[src/rtl/pc_sequencer.sv]
// Program-counter sequencer: next-PC selection (jr / jump / branch / sequential)
// with a circular return-address stack that predicts jr targets.
module pc_sequencer #(
   parameter int unsigned       ADDR_W    = 32,
   parameter bit                WORD_ADDR = 1'b1,
   parameter int unsigned       RAS_DEPTH = 4,
   parameter logic [ADDR_W-1:0] RESET_PC  = '0
) (
   input  logic              clk,
   input  logic              reset,
   input  logic              stall,
   input  logic [31:0]       inst,
   input  logic              jump,
   input  logic              jal,
   input  logic              jr,
   input  logic              branch_taken,
   input  logic [15:0]       branch_off,
   input  logic [ADDR_W-1:0] reg_target,
   output logic [ADDR_W-1:0] pc,
   output logic [ADDR_W-1:0] pc_inc,
   output logic [ADDR_W-1:0] ras_top,
   output logic              ras_empty,
   output logic              ras_full,
   output logic              ret_mispredict
);

   localparam int unsigned       PTR_W = $clog2(RAS_DEPTH);
   localparam int unsigned       CNT_W = $clog2(RAS_DEPTH + 1);
   localparam logic [ADDR_W-1:0] INC   = WORD_ADDR ? ADDR_W'(1) : ADDR_W'(4);
   localparam logic [CNT_W-1:0]  FULL  = CNT_W'(RAS_DEPTH);

   logic [ADDR_W-1:0] stack [RAS_DEPTH];
   logic [PTR_W-1:0]  ptr;
   logic [CNT_W-1:0]  cnt;

   logic [PTR_W-1:0]  ptr_nxt;
   logic [CNT_W-1:0]  cnt_nxt;
   logic [ADDR_W-1:0] pc_nxt;
   logic              push;
   logic              mis_nxt;

   logic [31:0]       pc32;
   logic [ADDR_W-1:0] jump_tgt;
   logic [ADDR_W-1:0] boff;
   logic [ADDR_W-1:0] br_tgt;
   logic              unused_bits;

   assign pc_inc  = pc + INC;
   assign ras_top = (cnt == '0) ? '0 : stack[ptr - PTR_W'(1)];

   // Work in a 32-bit view of the PC so narrow ADDR_W needs no special slicing
   assign pc32        = 32'(pc);
   assign unused_bits = ^{inst[31:26], pc32};

   always_comb begin
      jump_tgt = WORD_ADDR ? ADDR_W'({pc32[31:26], inst[25:0]})
                           : ADDR_W'({pc32[31:28], inst[25:0], 2'b00});
      boff     = {{(ADDR_W-16){branch_off[15]}}, branch_off};
      br_tgt   = WORD_ADDR ? (pc_inc + boff) : (pc_inc + (boff << 2));
   end

   // Next-state: jr > (jump|jal) > branch > sequential
   always_comb begin
      pc_nxt  = pc;
      ptr_nxt = ptr;
      cnt_nxt = cnt;
      push    = 1'b0;
      mis_nxt = 1'b0;
      if (!stall) begin
         if (jr) begin
            pc_nxt  = reg_target;
            mis_nxt = (cnt == '0) || (reg_target != ras_top);
            if (cnt != '0) begin
               ptr_nxt = ptr - PTR_W'(1);
               cnt_nxt = cnt - CNT_W'(1);
            end
         end else if (jump || jal) begin
            pc_nxt = jump_tgt;
            if (jal) begin
               push    = 1'b1;
               ptr_nxt = ptr + PTR_W'(1);
               if (cnt != FULL) begin
                  cnt_nxt = cnt + CNT_W'(1);
               end
            end
         end else if (branch_taken) begin
            pc_nxt = br_tgt;
         end else begin
            pc_nxt = pc_inc;
         end
      end
   end

   always_ff @(posedge clk) begin
      if (reset) begin
         pc             <= RESET_PC;
         ptr            <= '0;
         cnt            <= '0;
         ras_empty      <= 1'b1;
         ras_full       <= 1'b0;
         ret_mispredict <= 1'b0;
      end else begin
         pc             <= pc_nxt;
         ptr            <= ptr_nxt;
         cnt            <= cnt_nxt;
         ras_empty      <= (cnt_nxt == '0);
         ras_full       <= (cnt_nxt == FULL);
         ret_mispredict <= mis_nxt;
      end
   end

   // Entries need no reset; a push into a full stack overwrites the oldest slot
   always_ff @(posedge clk) begin
      if (!reset && push) begin
         stack[ptr] <= pc_inc;
      end
   end

endmodule

[config.mk]
export PLATFORM = sky130hd
export DESIGN_NAME = pc_sequencer
export DESIGN_NICKNAME = d
export VERILOG_FILES = /design/src/rtl/pc_sequencer.sv
export SDC_FILE = /design/constraint.sdc
export NUM_CORES = 1
export LEC_CHECK = 0
export CAP_MARGIN = 20
export CELL_PAD_IN_SITES_DETAIL_PLACEMENT = 1
export CELL_PAD_IN_SITES_GLOBAL_PLACEMENT = 1
export CORE_MARGIN = 3
export CORE_UTILIZATION = 38
export DETAILED_ROUTE_END_ITERATION = 10
export PLACE_DENSITY = 0.82
export RECOVER_POWER = 25
export SYNTH_ARGS = -nofsm -noshare
export SYNTH_HDL_FRONTEND = slang
export SYNTH_SLANG_ARGS = --single-unit
[constraint.sdc]
create_clock -name clk -period 3.55 [get_ports clk]
set_input_delay 0.71 -clock clk [delete_from_list [all_inputs] [get_ports clk]]
set_output_delay 0.71 -clock clk [all_outputs]
set_load 0.02 [all_outputs]
==> results of run 1 <==
[flip-flops by register name, summed over array words and instances, names as in the netlist]
| signal | cells |
|---|---|
| cnt | 3 |
| pc | 32 |
| ptr | 2 |
| ras_empty | 1 |
| ras_full | 1 |
| ret_mispredict | 1 |
| stack | 128 |
[cells in the final DEF, fill, tap and decap left out, types with 6 or more instances in the layout]
cell type                         Yosys  layout
sky130_fd_sc_hd__nand3_1             27      18
sky130_fd_sc_hd__and2_1              41      40
sky130_fd_sc_hd__clkbuf_2             0       6
sky130_fd_sc_hd__nor3_1              18      10
sky130_fd_sc_hd__clkbuf_1            42      14
sky130_fd_sc_hd__a21oi_1             39      29
sky130_fd_sc_hd__xnor2_1             66      43
sky130_fd_sc_hd__nand2_1             52      44
sky130_fd_sc_hd__xnor2_2              0      14
sky130_fd_sc_hd__nand2b_1             9       8
sky130_fd_sc_hd__nand4_1             18      18
sky130_fd_sc_hd__a31oi_1             14       9
sky130_fd_sc_hd__ha_1                46      27
sky130_fd_sc_hd__buf_4                0     158
sky130_fd_sc_hd__a221oi_2             0       6
sky130_fd_sc_hd__dfxtp_2              0       9
sky130_fd_sc_hd__buf_6                0      33
sky130_fd_sc_hd__inv_1               36      36
sky130_fd_sc_hd__clkdlybuf4s50_1      0     158
sky130_fd_sc_hd__a21oi_2              0       7
sky130_fd_sc_hd__ha_4                 0      18
sky130_fd_sc_hd__nor2_4               0       7
sky130_fd_sc_hd__xor2_1              16      13
sky130_fd_sc_hd__a21o_1              12      11
sky130_fd_sc_hd__o21ai_0             26      20
sky130_fd_sc_hd__o211ai_1            19      19
sky130_fd_sc_hd__mux4_2              32      32
sky130_fd_sc_hd__o21ai_1             11       9
sky130_fd_sc_hd__dfxtp_4              0       6
sky130_fd_sc_hd__nand2_2              0       7
sky130_fd_sc_hd__dfxtp_1             40      25
sky130_fd_sc_hd__a221oi_1            46      40
sky130_fd_sc_hd__xnor2_4              0       9
sky130_fd_sc_hd__dlymetal6s2s_1       0       6
sky130_fd_sc_hd__edfxtp_1           128     128
sky130_fd_sc_hd__clkbuf_16            0      17
sky130_fd_sc_hd__nor2_1              49      39
sky130_fd_sc_hd__o21ai_2              0       7
[synth_stat cells, types with 3 or more instances]
master,count
sky130_fd_sc_hd__a21o_1,12
sky130_fd_sc_hd__and4_1,5
sky130_fd_sc_hd__and2_1,41
sky130_fd_sc_hd__xnor2_1,66
sky130_fd_sc_hd__a31oi_1,14
sky130_fd_sc_hd__and3_1,6
sky130_fd_sc_hd__a221o_1,5
sky130_fd_sc_hd__buf_2,3
sky130_fd_sc_hd__mux2i_1,3
sky130_fd_sc_hd__a21boi_0,3
sky130_fd_sc_hd__nor3_1,18
sky130_fd_sc_hd__xor2_1,16
sky130_fd_sc_hd__a211oi_1,5
sky130_fd_sc_hd__nand3b_1,4
sky130_fd_sc_hd__nand2_1,52
sky130_fd_sc_hd__nor2_1,49
sky130_fd_sc_hd__nor4_1,4
sky130_fd_sc_hd__nand4_1,18
sky130_fd_sc_hd__ha_1,46
sky130_fd_sc_hd__a22oi_1,4
sky130_fd_sc_hd__inv_1,36
sky130_fd_sc_hd__a21oi_1,39
sky130_fd_sc_hd__a221oi_1,46
sky130_fd_sc_hd__mux4_2,32
sky130_fd_sc_hd__a2111oi_0,3
sky130_fd_sc_hd__clkbuf_1,42
sky130_fd_sc_hd__o21ai_0,26
sky130_fd_sc_hd__nand3_1,27
sky130_fd_sc_hd__or3_1,5
sky130_fd_sc_hd__edfxtp_1,128
sky130_fd_sc_hd__dfxtp_1,40
sky130_fd_sc_hd__a211o_1,3
sky130_fd_sc_hd__nor2b_1,4
sky130_fd_sc_hd__o211ai_1,19
sky130_fd_sc_hd__o21ai_1,11
sky130_fd_sc_hd__o21a_1,3
sky130_fd_sc_hd__nand2b_1,9
sky130_fd_sc_hd__buf_1,3
[cell families after synthesis]
kind of cell    count (synthesis)  synth area share [%]
fa+ha+maj                      47                  5.98
flops                         168                  46.7
mux                            38                  7.88
compound gates                216                  15.8
xor+xnor                       82                  7.21
simple gates                  253                  13.2
buf+inv                        85                  3.24
[layout make-up]
type	instances	share of cell area, %
Multi-Input combinational cell	636	39.9
Sequential cell	168	30.5
Timing Repair Buffer	382	22.1
Clock buffer	19	2.82
Tap cell	330	2.69
Clock inverter	13	1.04
Inverter	37	0.906
Antenna cell	1	0.0163
[metal layers]
layer  routed length (um)  track usage [%]  share of wire, %
met3                 5490             5.82                10
met4                 3180             12.3               6.1
met5                    0                0                 0
met2                24900             53.1                47
met1                18900             42.6                36
[power by group]
group | switching (uW) | internal, uW | leakage (uW)
Combinational | 1360 | 1040 | 0.00395
Clock | 921 | 1060 | 0.000287
Sequential | 57.3 | 2180 | 0.00151
Total | 2340 | 4280 | 0.00575
[through the flow]
step                      area [um2]  TNS, ps
final                          15300    -9100
after global routing           15300   -11920
after CTS                      14700     -348
after detailed placement       13500    -2900
after global placement         13500    -1460
after floorplan                10300     -494
[tightest hold or removal path, stage by stage, from the launching register on]
cell                      delay (ps)
sky130_fd_sc_hd__dfxtp_1         350
sky130_fd_sc_hd__nand2_1          70
sky130_fd_sc_hd__a31oi_1          70
[final timing paths]
check | start | endpoint | slack, ps | cells after the start
worst min register to register | pc[26]$_SDFFE_PP0P_ | pc[26]$_SDFFE_PP0P_ | 550 | 2
worst min-delay path | pc[26]$_SDFFE_PP0P_ | pc[26]$_SDFFE_PP0P_ | 550 | 2
worst max register to register | pc[9]$_SDFFE_PP0N_ | pc[27]$_SDFFE_PP0P_ | -590 | 18
worst max-delay path | pc[9]$_SDFFE_PP0N_ | pc[27]$_SDFFE_PP0P_ | -590 | 18
[repair_timing]
action	4_1_cts	5_1_grt
pin swaps	42	64
resized for setup	105	144
hold buffers	0	0
endpoints found under the setup margin	31	38
setup buffers	17	28
==> PnR_summary.wiki, run 1 <==
{| class="wikitable"
! Metric !! Value
|-
| Status || complete, but fails checks
|-
| Failing checks || setup timing
|-
| Fraction of layout instances using a drive strength above 1 || roughly a third
|-
| Max Fclk || around 0.24 GHz
|-
| Die area || approximately 28,000 um2
|-
| Clock Tree Buf Depth || 2
|-
| Min Clock Period, post-route || approximately 4100 ps
|-
| Crit-path leading delay family || compound AO/OA/AOI/OAI gates
|-
| Async S/R FF share, synth || 0%
|-
| WL per Instance || between 30 and 40 um
|-
| Number of buffers created by CTS || 17
|-
| Instance count of the mapped netlist || 889
|-
| RSZ-0062 raised after global routing || true
|-
| Clock tree from TritonCTS || done
|-
| Register cell area after layout || around 4700 um2
|-
| Final standard cell count with taps included and fillers excluded || 1,586
|-
| Clock tree root driver cell || sky130_fd_sc_hd__clkbuf_16
|-
| Setup clock skew after layout || approximately 15 ps
|-
| Post-detailed-routing wire length || ~53 mm
|-
| Combined area of all synthesized cells || about 10000 um2
|-
| Max-capacitance violation count || 0
|-
| IO Count || 186
|-
| CP Cell Sequence || and4_4, nand4_1, buf_6, nor4_4, nand4_1, buf_6, buf_4, xnor2_4, ha_4, nand2_2, a21o_1, and2_4, a31oi_4, a41oi_4, o211ai_1, o31ai_2, a221o_1, o221a_1
|-
| Worst setup margin || -590 ps
|-
| Stage delay of the slowest cell on the critical path || ~360 ps
|-
| Worst Path Class, Setup || reg -> reg
|-
| Share of the cycle needed by the critical path after routing || 117%
|-
| Fill cell count || 2,541
|-
| Vias per std cell || 6.69
|-
| Placer's final routability congestion estimate || about 0.91
|-
| Average cell area after synthesis || around 11 um2
|-
| Residual DRC count || 0
|-
| P&R area growth vs syn || 54.0%
|-
| X dimension of the die || 168 um
|-
| Number of optimization iterations in the first detailed-route pass || 6
|-
| Number of nets produced by synthesis || 1,023
|-
| Arrival time reported for the critical path endpoint || 4470 ps
|-
| Finish-stage setup viols || 45
|-
| Reported leakage power || approximately 0.0057 uW
|-
| Power density over the cells || 432 nW/um2
|-
| Vias in the first global route || 10.3k
|-
| Chip height || roughly 170 um
|-
| Via total after detailed routing || around 11k
|-
| Largest net degree at the start of global routing || 47
|-
| Overall routing resource usage || roughly 32%
|-
| Core Footprint || ~25,000 um2
|-
| Remaining number of nets flagged by the antenna check after routing || 0
|-
| Most used DFF post-synth || sky130_fd_sc_hd__edfxtp_1
|-
| Biggest area contributors in the synthesized netlist || sky130_fd_sc_hd__edfxtp_1 (39%), sky130_fd_sc_hd__dfxtp_1 (8.0%), sky130_fd_sc_hd__mux4_2 (7.2%)
|-
| Startpoint Class || register
|-
| Initial antenna violation count || 0
|-
| Number of buffers added on ports || around 180
|-
| Synth unique cells || just over 70
|-
| First-pass GRT wire length || roughly 69 mm
|-
| Area used by multi-input combinational logic || between 6000 and 7000 um2
|-
| Slew @ Worst Pin || slightly below 900 ps
|-
| Pwr Total || around 6600 uW
|-
| Iter 0 DRT Violations || 1,494
|-
| Most area-hungry cell type in the Yosys netlist || sky130_fd_sc_hd__edfxtp_1
|-
| Post-DP HPWL || 30.1 mm
|-
| Highest net fanout along the worst path || 4
|-
| Register clock-pin slew on the reported worst setup and hold paths || about 80 ps
|-
| Effective utilization at floorplan || around two fifths
|-
| Critical-path top delay cell || sky130_fd_sc_hd__dfxtp_4
|-
| DP Worst Slack || -425 ps
|-
| Number of cell rows || 58
|-
| Clock latency on the worst-skew pair || ~440 ps
|-
| Fraction of the core area covered by cells at the end of the flow || 60.2%
|-
| Final worst hold slack || ~550 ps
|-
| Worst-case vdd ir drop || roughly 0.27 mV
|-
| Slew Limit Headroom || approximately two fifths
|-
| Number of enable flip-flop cells after synthesis || 128
|-
| Placed Cells || 1,514
|-
| Number of nets at the end of the flow || approximately 1.4k
|-
| Endpoints failing hold || 0
|-
| Hold Crit Class || reg -> reg
|-
| Pins Over Slew Limit || 0
|-
| Maximum level of the CTS H-tree || 4
|-
| Aggregate global routing overflow || 0
|-
| Endpoint class of the critical path || register
|-
| Worst endpoint required time || a little under 4000 ps
|-
| Area fraction of the dominant cell type after synthesis || approximately two fifths
|-
| Yosys synthesis warning count || 0
|-
| Number of synthesized register bits || ~170
|-
| Sequential share of the synthesized area || 46.7%
|-
| Total buffers and inverters traversed by the critical path || 3
|-
| CTS sink count || roughly 170
|}
Power figures use the tool's default switching activity.
==> run 2, diff against run 1 <==
--- a/config.mk
+++ b/config.mk
@@ -5,7 +5,6 @@
 export SDC_FILE = /design/constraint.sdc
 export NUM_CORES = 1
 export LEC_CHECK = 0
-export CAP_MARGIN = 20
 export CELL_PAD_IN_SITES_DETAIL_PLACEMENT = 1
 export CELL_PAD_IN_SITES_GLOBAL_PLACEMENT = 1
 export CORE_MARGIN = 3
==> results of run 2 <==
Same layout as run 1: the final DEF is identical, and so are final timing and power.
